[src/rtl/pattern_gen.sv]
// Video test-pattern generator: eight frame-synchronous patterns including a bouncing box,
// two-stage pixel pipeline (compares, then colour mux) with DE delayed to match.
module pattern_gen #(
  parameter int COLOR_W    = 8,
  parameter int X_POS_W    = 10,
  parameter int Y_POS_W    = 10,
  parameter int H_ACTIVE   = 640,
  parameter int V_ACTIVE   = 480,
  parameter int CHECK_LOG2 = 5,
  parameter int RAMP_SHIFT = 2,
  parameter int BOX_SIZE   = 32,
  parameter int BOX_STEP   = 2
) (
  input  logic               clk_i,
  input  logic               rst_ni,
  input  logic [X_POS_W-1:0] x_i,
  input  logic [Y_POS_W-1:0] y_i,
  input  logic               de_i,
  input  logic               frame_start_i,
  input  logic [2:0]         mode_i,
  output logic [COLOR_W-1:0] red_o,
  output logic [COLOR_W-1:0] green_o,
  output logic [COLOR_W-1:0] blue_o,
  output logic               de_o,
  output logic [15:0]        frame_cnt_o
);

  localparam int XW = X_POS_W + 1;
  localparam int YW = Y_POS_W + 1;
  localparam logic [XW-1:0] BX_MAX  = XW'(H_ACTIVE - BOX_SIZE);
  localparam logic [YW-1:0] BY_MAX  = YW'(V_ACTIVE - BOX_SIZE);
  localparam logic [XW-1:0] STEP_X  = XW'(BOX_STEP);
  localparam logic [YW-1:0] STEP_Y  = YW'(BOX_STEP);
  localparam logic [XW-1:0] SIZE_X  = XW'(BOX_SIZE);
  localparam logic [YW-1:0] SIZE_Y  = YW'(BOX_SIZE);
  localparam logic [COLOR_W-1:0] FULL = {COLOR_W{1'b1}};
  localparam logic [COLOR_W-1:0] DARK = {COLOR_W{1'b1}} >> 2;

  // Frame-level state
  logic [2:0]         mode_q;
  logic [X_POS_W-1:0] bx, bx_nxt;
  logic [Y_POS_W-1:0] by, by_nxt;
  logic               dx_neg, dx_neg_nxt;
  logic               dy_neg, dy_neg_nxt;
  logic [15:0]        frame_cnt;

  // Stage-1 registers
  logic               s1_de;
  logic [2:0]         s1_mode;
  logic [X_POS_W-1:0] s1_x;
  logic               s1_in_box, s1_cross_x, s1_cross_y, s1_check;
  logic [2:0]         s1_bar;

  // Stage-1 combinational compares
  logic [XW-1:0]      bx_ext, x_ext, sum_x;
  logic [YW-1:0]      by_ext, y_ext, sum_y;
  logic               in_box, cross_x, cross_y, check_bit;
  logic [2:0]         bar_idx;

  assign bx_ext = {1'b0, bx};
  assign by_ext = {1'b0, by};
  assign x_ext  = {1'b0, x_i};
  assign y_ext  = {1'b0, y_i};
  assign sum_x  = bx_ext + STEP_X;
  assign sum_y  = by_ext + STEP_Y;

  // Bounce: clamp to the edge and reverse on the frame that would overshoot.
  always_comb begin
    bx_nxt     = bx;
    dx_neg_nxt = dx_neg;
    if (!dx_neg) begin
      if (sum_x > BX_MAX) begin
        bx_nxt     = BX_MAX[X_POS_W-1:0];
        dx_neg_nxt = 1'b1;
      end else begin
        bx_nxt = sum_x[X_POS_W-1:0];
      end
    end else if (bx_ext < STEP_X) begin
      bx_nxt     = '0;
      dx_neg_nxt = 1'b0;
    end else begin
      bx_nxt = bx - X_POS_W'(BOX_STEP);
    end
  end

  always_comb begin
    by_nxt     = by;
    dy_neg_nxt = dy_neg;
    if (!dy_neg) begin
      if (sum_y > BY_MAX) begin
        by_nxt     = BY_MAX[Y_POS_W-1:0];
        dy_neg_nxt = 1'b1;
      end else begin
        by_nxt = sum_y[Y_POS_W-1:0];
      end
    end else if (by_ext < STEP_Y) begin
      by_nxt     = '0;
      dy_neg_nxt = 1'b0;
    end else begin
      by_nxt = by - Y_POS_W'(BOX_STEP);
    end
  end

  always_ff @(posedge clk_i or negedge rst_ni) begin
    if (!rst_ni) begin
      mode_q    <= '0;
      bx        <= '0;
      by        <= '0;
      dx_neg    <= 1'b0;
      dy_neg    <= 1'b0;
      frame_cnt <= '0;
    end else if (frame_start_i) begin
      mode_q    <= mode_i;
      bx        <= bx_nxt;
      by        <= by_nxt;
      dx_neg    <= dx_neg_nxt;
      dy_neg    <= dy_neg_nxt;
      frame_cnt <= frame_cnt + 16'd1;
    end
  end

  always_comb begin
    in_box    = (x_ext >= bx_ext) && (x_ext < bx_ext + SIZE_X) &&
                (y_ext >= by_ext) && (y_ext < by_ext + SIZE_Y);
    cross_x   = (int'(x_i) == H_ACTIVE / 2);
    cross_y   = (int'(y_i) == V_ACTIVE / 2);
    check_bit = x_i[CHECK_LOG2] ^ y_i[CHECK_LOG2];
    bar_idx   = 3'd0;
    for (int k = 1; k < 8; k++) begin
      if (int'(x_i) >= (k * H_ACTIVE) / 8) bar_idx = 3'(k);
    end
    // Off the right edge falls into the black bar.
    if (int'(x_i) >= H_ACTIVE) bar_idx = 3'd7;
  end

  always_ff @(posedge clk_i or negedge rst_ni) begin
    if (!rst_ni) begin
      s1_de      <= 1'b0;
      s1_mode    <= '0;
      s1_x       <= '0;
      s1_in_box  <= 1'b0;
      s1_cross_x <= 1'b0;
      s1_cross_y <= 1'b0;
      s1_check   <= 1'b0;
      s1_bar     <= '0;
    end else begin
      s1_de      <= de_i;
      s1_mode    <= mode_q;
      s1_x       <= x_i;
      s1_in_box  <= in_box;
      s1_cross_x <= cross_x;
      s1_cross_y <= cross_y;
      s1_check   <= check_bit;
      s1_bar     <= bar_idx;
    end
  end

  // Stage-2 colour mux
  logic [COLOR_W-1:0] r_nxt, g_nxt, b_nxt, ramp;
  logic [2:0]         bar_rgb;

  assign ramp = COLOR_W'(s1_x >> RAMP_SHIFT);

  always_comb begin
    case (s1_bar)
      3'd0:    bar_rgb = 3'b111;
      3'd1:    bar_rgb = 3'b110;
      3'd2:    bar_rgb = 3'b011;
      3'd3:    bar_rgb = 3'b010;
      3'd4:    bar_rgb = 3'b101;
      3'd5:    bar_rgb = 3'b100;
      3'd6:    bar_rgb = 3'b001;
      default: bar_rgb = 3'b000;
    endcase
  end

  always_comb begin
    r_nxt = '0;
    g_nxt = '0;
    b_nxt = '0;
    if (s1_de) begin
      case (s1_mode)
        3'd1: begin
          r_nxt = FULL; g_nxt = FULL; b_nxt = FULL;
        end
        3'd2: begin
          r_nxt = {COLOR_W{bar_rgb[2]}};
          g_nxt = {COLOR_W{bar_rgb[1]}};
          b_nxt = {COLOR_W{bar_rgb[0]}};
        end
        3'd3: begin
          r_nxt = {COLOR_W{s1_check}};
          g_nxt = {COLOR_W{s1_check}};
          b_nxt = {COLOR_W{s1_check}};
        end
        3'd4: begin
          r_nxt = ramp; g_nxt = ramp; b_nxt = ramp;
        end
        3'd5: begin
          r_nxt = s1_in_box ? FULL : DARK;
          g_nxt = s1_in_box ? FULL : DARK;
          b_nxt = s1_in_box ? FULL : DARK;
        end
        3'd6: begin
          r_nxt = s1_cross_x ? FULL : ramp;
          g_nxt = ramp;
          b_nxt = s1_cross_y ? FULL : ramp;
        end
        default: begin
          r_nxt = '0; g_nxt = '0; b_nxt = '0;
        end
      endcase
    end
  end

  always_ff @(posedge clk_i or negedge rst_ni) begin
    if (!rst_ni) begin
      red_o   <= '0;
      green_o <= '0;
      blue_o  <= '0;
      de_o    <= 1'b0;
    end else begin
      red_o   <= r_nxt;
      green_o <= g_nxt;
      blue_o  <= b_nxt;
      de_o    <= s1_de;
    end
  end

  assign frame_cnt_o = frame_cnt;

endmodule

[config.mk]
export PLATFORM = sky130hd
export DESIGN_NAME = pattern_gen
export DESIGN_NICKNAME = d
export VERILOG_FILES = /design/src/rtl/pattern_gen.sv
export SDC_FILE = /design/constraint.sdc
export NUM_CORES = 1
export LEC_CHECK = 0
export CORE_MARGIN = 1
export CORE_UTILIZATION = 35
export CTS_CLUSTER_SIZE = 24
export DETAILED_ROUTE_END_ITERATION = 12
export REMOVE_ABC_BUFFERS = 1
export SLEW_MARGIN = 30
export SYNTH_ARGS = -nofsm -noshare
export SYNTH_HDL_FRONTEND = slang
export SYNTH_SLANG_ARGS = --single-unit
[constraint.sdc]
create_clock -name clk_i -period 4.5 [get_ports clk_i]
set_input_delay 0.9 -clock clk_i [delete_from_list [all_inputs] [get_ports clk_i]]
set_output_delay 0.9 -clock clk_i [all_outputs]
set_load 0.005 [all_outputs]
* Yosys cells after proc, flatten, opt, wreduce, memory -nomap -nowiden
Cells that the tools add are included.
** Operators by class
- $add $sub $neg :: 7
- Divide/modulo/power cells :: 0
- Equal/unequal tests :: 14
- $mul :: 0
- Bitwise gates (word level) :: 1
- Reduce and logical (&&, ||, !) cells :: 5
- Shift operators :: 0
- Muxes and demuxes :: 30
- Magnitude comparators :: 16
** Operators by type and width (count)
- one-hot mux 8 bit (6 select lines) :: 2
- two-way mux 10 bit :: 6
- two-way mux 8 bit :: 6
- one-hot mux 8 bit (5 select lines) :: 1
- greater-or-equal comparator 10 x 9 -> 1 bit (second input constant) :: 3
- adder 10 x 2 -> 11 bit (second input constant) :: 2
- adder 10 x 6 -> 11 bit (second input constant) :: 2
- less-than comparator 10 x 11 -> 1 bit :: 2
- two-way mux 3 bit :: 7
- one-hot mux 3 bit (7 select lines) :: 1
- greater-or-equal comparator 10 bit :: 2
- greater-or-equal comparator 10 bit (second input constant) :: 2
- greater-or-equal comparator 10 x 8 -> 1 bit (second input constant) :: 2
- less-than comparator 10 x 2 -> 1 bit (second input constant) :: 2
- subtractor 10 x 2 -> 10 bit (second input constant) :: 2
- == test 3 bit (second input constant) :: 6
- adder 16 x 1 -> 16 bit (second input constant) :: 1
- == test 3 x 2 -> 1 bit (second input constant) :: 4
- greater-than comparator 11 x 10 -> 1 bit (second input constant) :: 1
- greater-than comparator 11 x 9 -> 1 bit (second input constant) :: 1
- == test 10 bit (second input constant) :: 1
- == test 10 x 9 -> 1 bit (second input constant) :: 1
- greater-or-equal comparator 10 x 7 -> 1 bit (second input constant) :: 1
- two-way mux 1 bit :: 7
- other kinds (5) :: 8
** Storage, ports and cells
- Bits in read-only memories :: 0
- Register bits :: 87
- RAM bits :: 0
- Word-level logic and storage cells :: 91
- Latch bits :: 0
- Memories :: 0
- Output and inout port bits :: 41

* Longest topological paths before layout
- Word-level depth :: 9
- Depth in mapped cells :: 10
- Mapped depth without buffers :: 9

* Least setup slack after synthesis
No wires, ideal clock.
- Path type :: input port to flip-flop
- Start point :: input port y_i[6]
- End point :: register s1_in_box
- Buffers on the path :: 0
- Cell stages on the path :: 6
- Slack :: 2244 ps
- Data arrival time :: 2151 ps
- Path through :: ha_1 a21o_1 a21o_1 a2111oi_0 nor2_1 nor4b_1
** Between the ends
- Cells in the longest elaborated chain, start to end :: 3
- Elaborated cells on any way between the ends :: 4
** RTL lines
- from (decl) :: line 17 : input logic [Y_POS_W-1:0] y_i,
- greater-or-equal comparator 10 bit :: line 124 : (y_ext >= by_ext) && (y_ext < by_ext + SIZE_Y);
- logical AND 1 bit :: line 123 : in_box = (x_ext >= bx_ext) && (x_ext < bx_ext + SIZE_X) &&
- logical AND 1 bit (*) :: line 124
- net in_box :: line 57 : logic in_box, cross_x, cross_y, check_bit;
- to (signal assigned) :: line 150 : s1_in_box <= in_box;
- to (decl) :: line 51 : logic s1_in_box, s1_cross_x, s1_cross_y, s1_check;
Mark *: on every way through the listed nets, which the timed path passes. The rest lies on a longest branch.
A chain may end at the register's enable or synchronous reset.

* Worst setup path after layout
- Start point :: register bx[1]
- End point :: register bx[6]
** Between the ends
- Cells in the longest elaborated chain, start to end :: 4
- Elaborated cells on any way between the ends :: 7
** RTL lines
- from (decl) :: line 41 : logic [X_POS_W-1:0] bx, bx_nxt;
- from (signal assigned) :: line 114 : bx <= bx_nxt;
- adder 10 x 2 -> 11 bit :: line 64 : assign sum_x = bx_ext + STEP_X;
- greater-than comparator 11 x 10 -> 1 bit :: line 72 : if (sum_x > BX_MAX) begin
- two-way mux 10 bit :: line 72
- two-way mux 10 bit (*) :: line 71 : if (!dx_neg) begin
Mark *: on every way between the ends. The rest lies on a longest branch, timed or not.

==> key figures <==
Status
  – Outcome: finished clean

Synthesis
  – Synth Area in Simple Gates: 17.06%
  – Number of synthesized flops with an enable pin: 0
  – Synth Warn #: 0
  – Synth Area in Compound Gates: 20.80%
  – Synth Instances: 528
  – Area share of fa/ha/maj cells after synthesis: 9.429%
  – Async S/R FF share, synth: 100.0%
  – Mux contribution to synthesized area: 1.322%
  – Register area share after synthesis: 41.41%
  – Mapped Area: 5016 sq um
  – Flops & latches, synth: 83
  – Largest family of logic cells by synthesized area: compound AO/OA/AOI/OAI gates
  – Avg Cell Area, Syn: 9.500 sq um
  – Yosys cell types: 69
  – Most used DFF post-synth: dfrtp_1
  – Post-Synth XOR/XNOR Area: 4.365%

CTS
  – Worst-path clk slew: 70 ps
  – CTS resizes: 0
  – CTS Buf Count: 9
  – Post-CTS Hold Buffers: 0
  – CTS tree: built
  – Clock Tree Buf Depth: 2
  – Clock Latency Late Sink: 350 ps
  – Clock tree sinks: 83
  – H-tree levels: 3
  – Root buf cell: clkbuf_16
  – Setup bufs post-CTS: 0

Drt
  – DR WL/cell: 14.99 um
  – Routed vias: 4145
  – Pre-antenna DRT Iters: 5
  – Remaining antenna violation count: 0
  – Drt total wl: 11.51 mm
  – DRC viols: 0
  – Via/cell ratio: 5.397
  – Drt first-iter violations: 244

Global route
  – Gr busiest metal: met2
  – Grt ovf: 0
  – Met1 Use GR: 21.14%
  – Met3 Use GR: 4.073%
  – Global routing usage on met2: 26.42%
  – Initial antenna violation count: 0
  – First-pass GRT wire length: 19.22 mm
  – Vias in the first global route: 3999
  – Largest net degree at the start of global routing: 84
  – All-layer global routing usage: 16.62%

Floorplanning
  – Initial Util: 36.00%
  – Die height: 121.7 um
  – Die Area: 14810 sq um
  – Chip width: 121.7 um
  – Core area: 13930 sq um
  – # rows: 43
  – IO Count: 68

Timing
  – Hold Fails Final Rpt: 0
  – Worst-Margin Slew: 886.0 ps
  – RSZ-0062 raised after global routing: no
  – Crit share post-route: 58.79%
  – Final min period: 2645 ps
  – Slew Viols, Final: 0
  – Clk_skew: 4.820 ps
  – Rel. slew slack: 40.81%
  – Max Clk Rate: 378.0 MHz
  – Final setup fails: 0
  – Fin Setup TNS: 0 ps

Place
  – IO Port Bufs: 67
  – Routability cong.: 0.9300
  – DP HPWL: 8.610 mm
  – Placed cell areas: 5759 sq um

Power and ir drop
  – Power Density: 483.9 nW/um^2
  – Lkg Pwr: 2.501 nW
  – Peak VDD IR: 0.2024 mV

Cells and area
  – Post-route cell area: 6057 sq um
  – Nets: 647
  – Number of diodes: 0
  – Fraction of layout cells with a size suffix above 1: 6.803%
  – Area growth syn-to-layout: 20.75%

Run
  – Max cap viols: 0

Worst setup path
  – Crit path DAT: 2890 ps
  – CP startpoint kind: flip-flop
  – Worst Setup End Kind: flip-flop
  – Crit Path Max Fanout: 11
  – Setup CP Type: reg2reg
  – Worst path required time: 4740 ps

Worst hold path
  – Path category of the worst min-delay check: reg2reg
==> cells by family (layout without fill, tap and decap cells) <==
group                    after synthesis  after routing
adder cells (fa/ha/maj)               38             38
buffers and inverters                 55            115
multiplexers                           6              6
flip-flops                            83             83
AND/OR/NAND/NOR                      154            154
AO/OA/AOI/OAI                        167            167
XOR/XNOR                              25             25
==> cell usage after synthesis, drive strengths merged (2+ instances only) <==
cell / instances / area share [%]
xnor2: 20 / 3.5
and4: 2 / 0.40
and3: 7 / 0.90
o21ai: 50 / 5.1
and2: 2 / 0.25
inv: 29 / 2.2
mux2: 5 / 1.1
o22ai: 6 / 0.75
buf: 11 / 1.5
or4: 2 / 0.37
dfrtp: 83 / 41
o21bai: 2 / 0.30
nor4: 4 / 0.50
a22o: 2 / 0.35
clkbuf: 14 / 1.8
a221o: 2 / 0.40
nand4: 13 / 1.9
nor2: 23 / 1.7
xor2: 5 / 0.87
nor3b: 4 / 0.60
nand3: 21 / 2.3
o211ai: 5 / 0.75
nor2b: 6 / 0.75
or3: 6 / 1.0
o32ai: 3 / 0.52
o31ai: 3 / 0.45
a2111oi: 3 / 0.65
a21o: 2 / 0.30
o21a: 11 / 1.6
nand3b: 2 / 0.30
a31oi: 13 / 1.9
or2: 2 / 0.25
a211oi: 4 / 0.60
nand2: 36 / 2.7
ha: 37 / 9.2
nand2b: 5 / 0.62
a21oi: 51 / 5.2
nor3: 15 / 1.7
nor4b: 3 / 0.52
==> worst paths after layout <==
check	endpoint	slack (ps)	from	cells past startpoint
max	bx[6]$_DFFE_PN0P_	1850	bx[1]$_DFFE_PN0P_	7
min	s1_mode[2]$_DFF_PN0_	380	mode_q[2]$_DFFE_PN0P_	0
max reg2reg	bx[6]$_DFFE_PN0P_	1850	bx[1]$_DFFE_PN0P_	7
max in group asynchronous	green_o[3]$_DFF_PN0_	3400	rst_ni	1
min reg2reg	s1_mode[2]$_DFF_PN0_	380	mode_q[2]$_DFFE_PN0P_	0
min in group asynchronous	red_o[4]$_DFF_PN0_	570	rst_ni	1
==> where the power goes <==
group	total [W]	leakage (nW)	internal [W]	switching, W
registers	0.00113	1.04	0.000881	0.000251
clock network	0.000706	0.145	0.000395	0.000310
logic	0.00109	1.32	0.000522	0.000571
total	0.00293	2.50	0.00180	0.00113
==> cell usage in the layout, fill, tap and decap left out, drive strengths merged, types with 4 or more instances in the layout <==
cell type and instances:
a211oi 4, a21oi 51, a31oi 13, and3 7
clkbuf 10, clkdlybuf4s50 66, clkinv 4, dfrtp 83
ha 37, inv 32, mux2 5, nand2 36
nand2b 5, nand3 21, nand4 13, nor2 23
nor2b 6, nor3 15, nor3b 4, nor4 4
o211ai 5, o21a 11, o21ai 50, o22ai 6
or3 6, xnor2 20, xor2 5
==> critical path, cell delays in order, from the launching register on <==
cell and delay, ps:
dfrtp_1 540, ha_1 370, nand3_1 220, a2111oi_2 360, nand2b_1 420, o21bai_1 240
nand4_1 160, a31o_1 230
==> layer usage <==
layer | share of wire, % | vias up
met4 | 2.5 | 0
li1 | - | 2041
met5 | 0 | -
met3 | 5.2 | 31
met2 | 47 | 128
met1 | 45 | 1945
==> through the flow <==
stage | util, % | power (W) | hold slack [ps] | cells | setup slack [ps]
3_3_place_gp | 41.30 | 0.002185 | 362.5 | 752 | 1602
2_1_floorplan | - | 0.001817 | 350.1 | 503 | 2244
4_1_cts | 43.39 | 0.002948 | 374.9 | 768 | 1885
3_5_place_dp | 41.33 | 0.002225 | 360.9 | 752 | 1527
6_report | 43.47 | 0.002931 | 375.3 | 768 | 1855
5_1_grt | 43.47 | 0.003157 | 394.7 | 768 | 1686
==> area by class of cell <==
type	instances	area (sq um)
fillers	1337	7878
multi-input cells	390	2669
flip-flops and latches	83	2077
repair buffers	69	686.9
clock buffers	10	239.0
well taps	180	225.2
inverters	30	112.6
clock inverters	6	47.55
==> state kept, by name, summed over array words and instances, names as in the netlist, 8 cells and up <==
name         cells
by               9
red_o            8
s1_x             8
frame_cnt_o     16
green_o          8
blue_o           8
bx               9
Note: power is estimated with default switching activity, not from simulation.
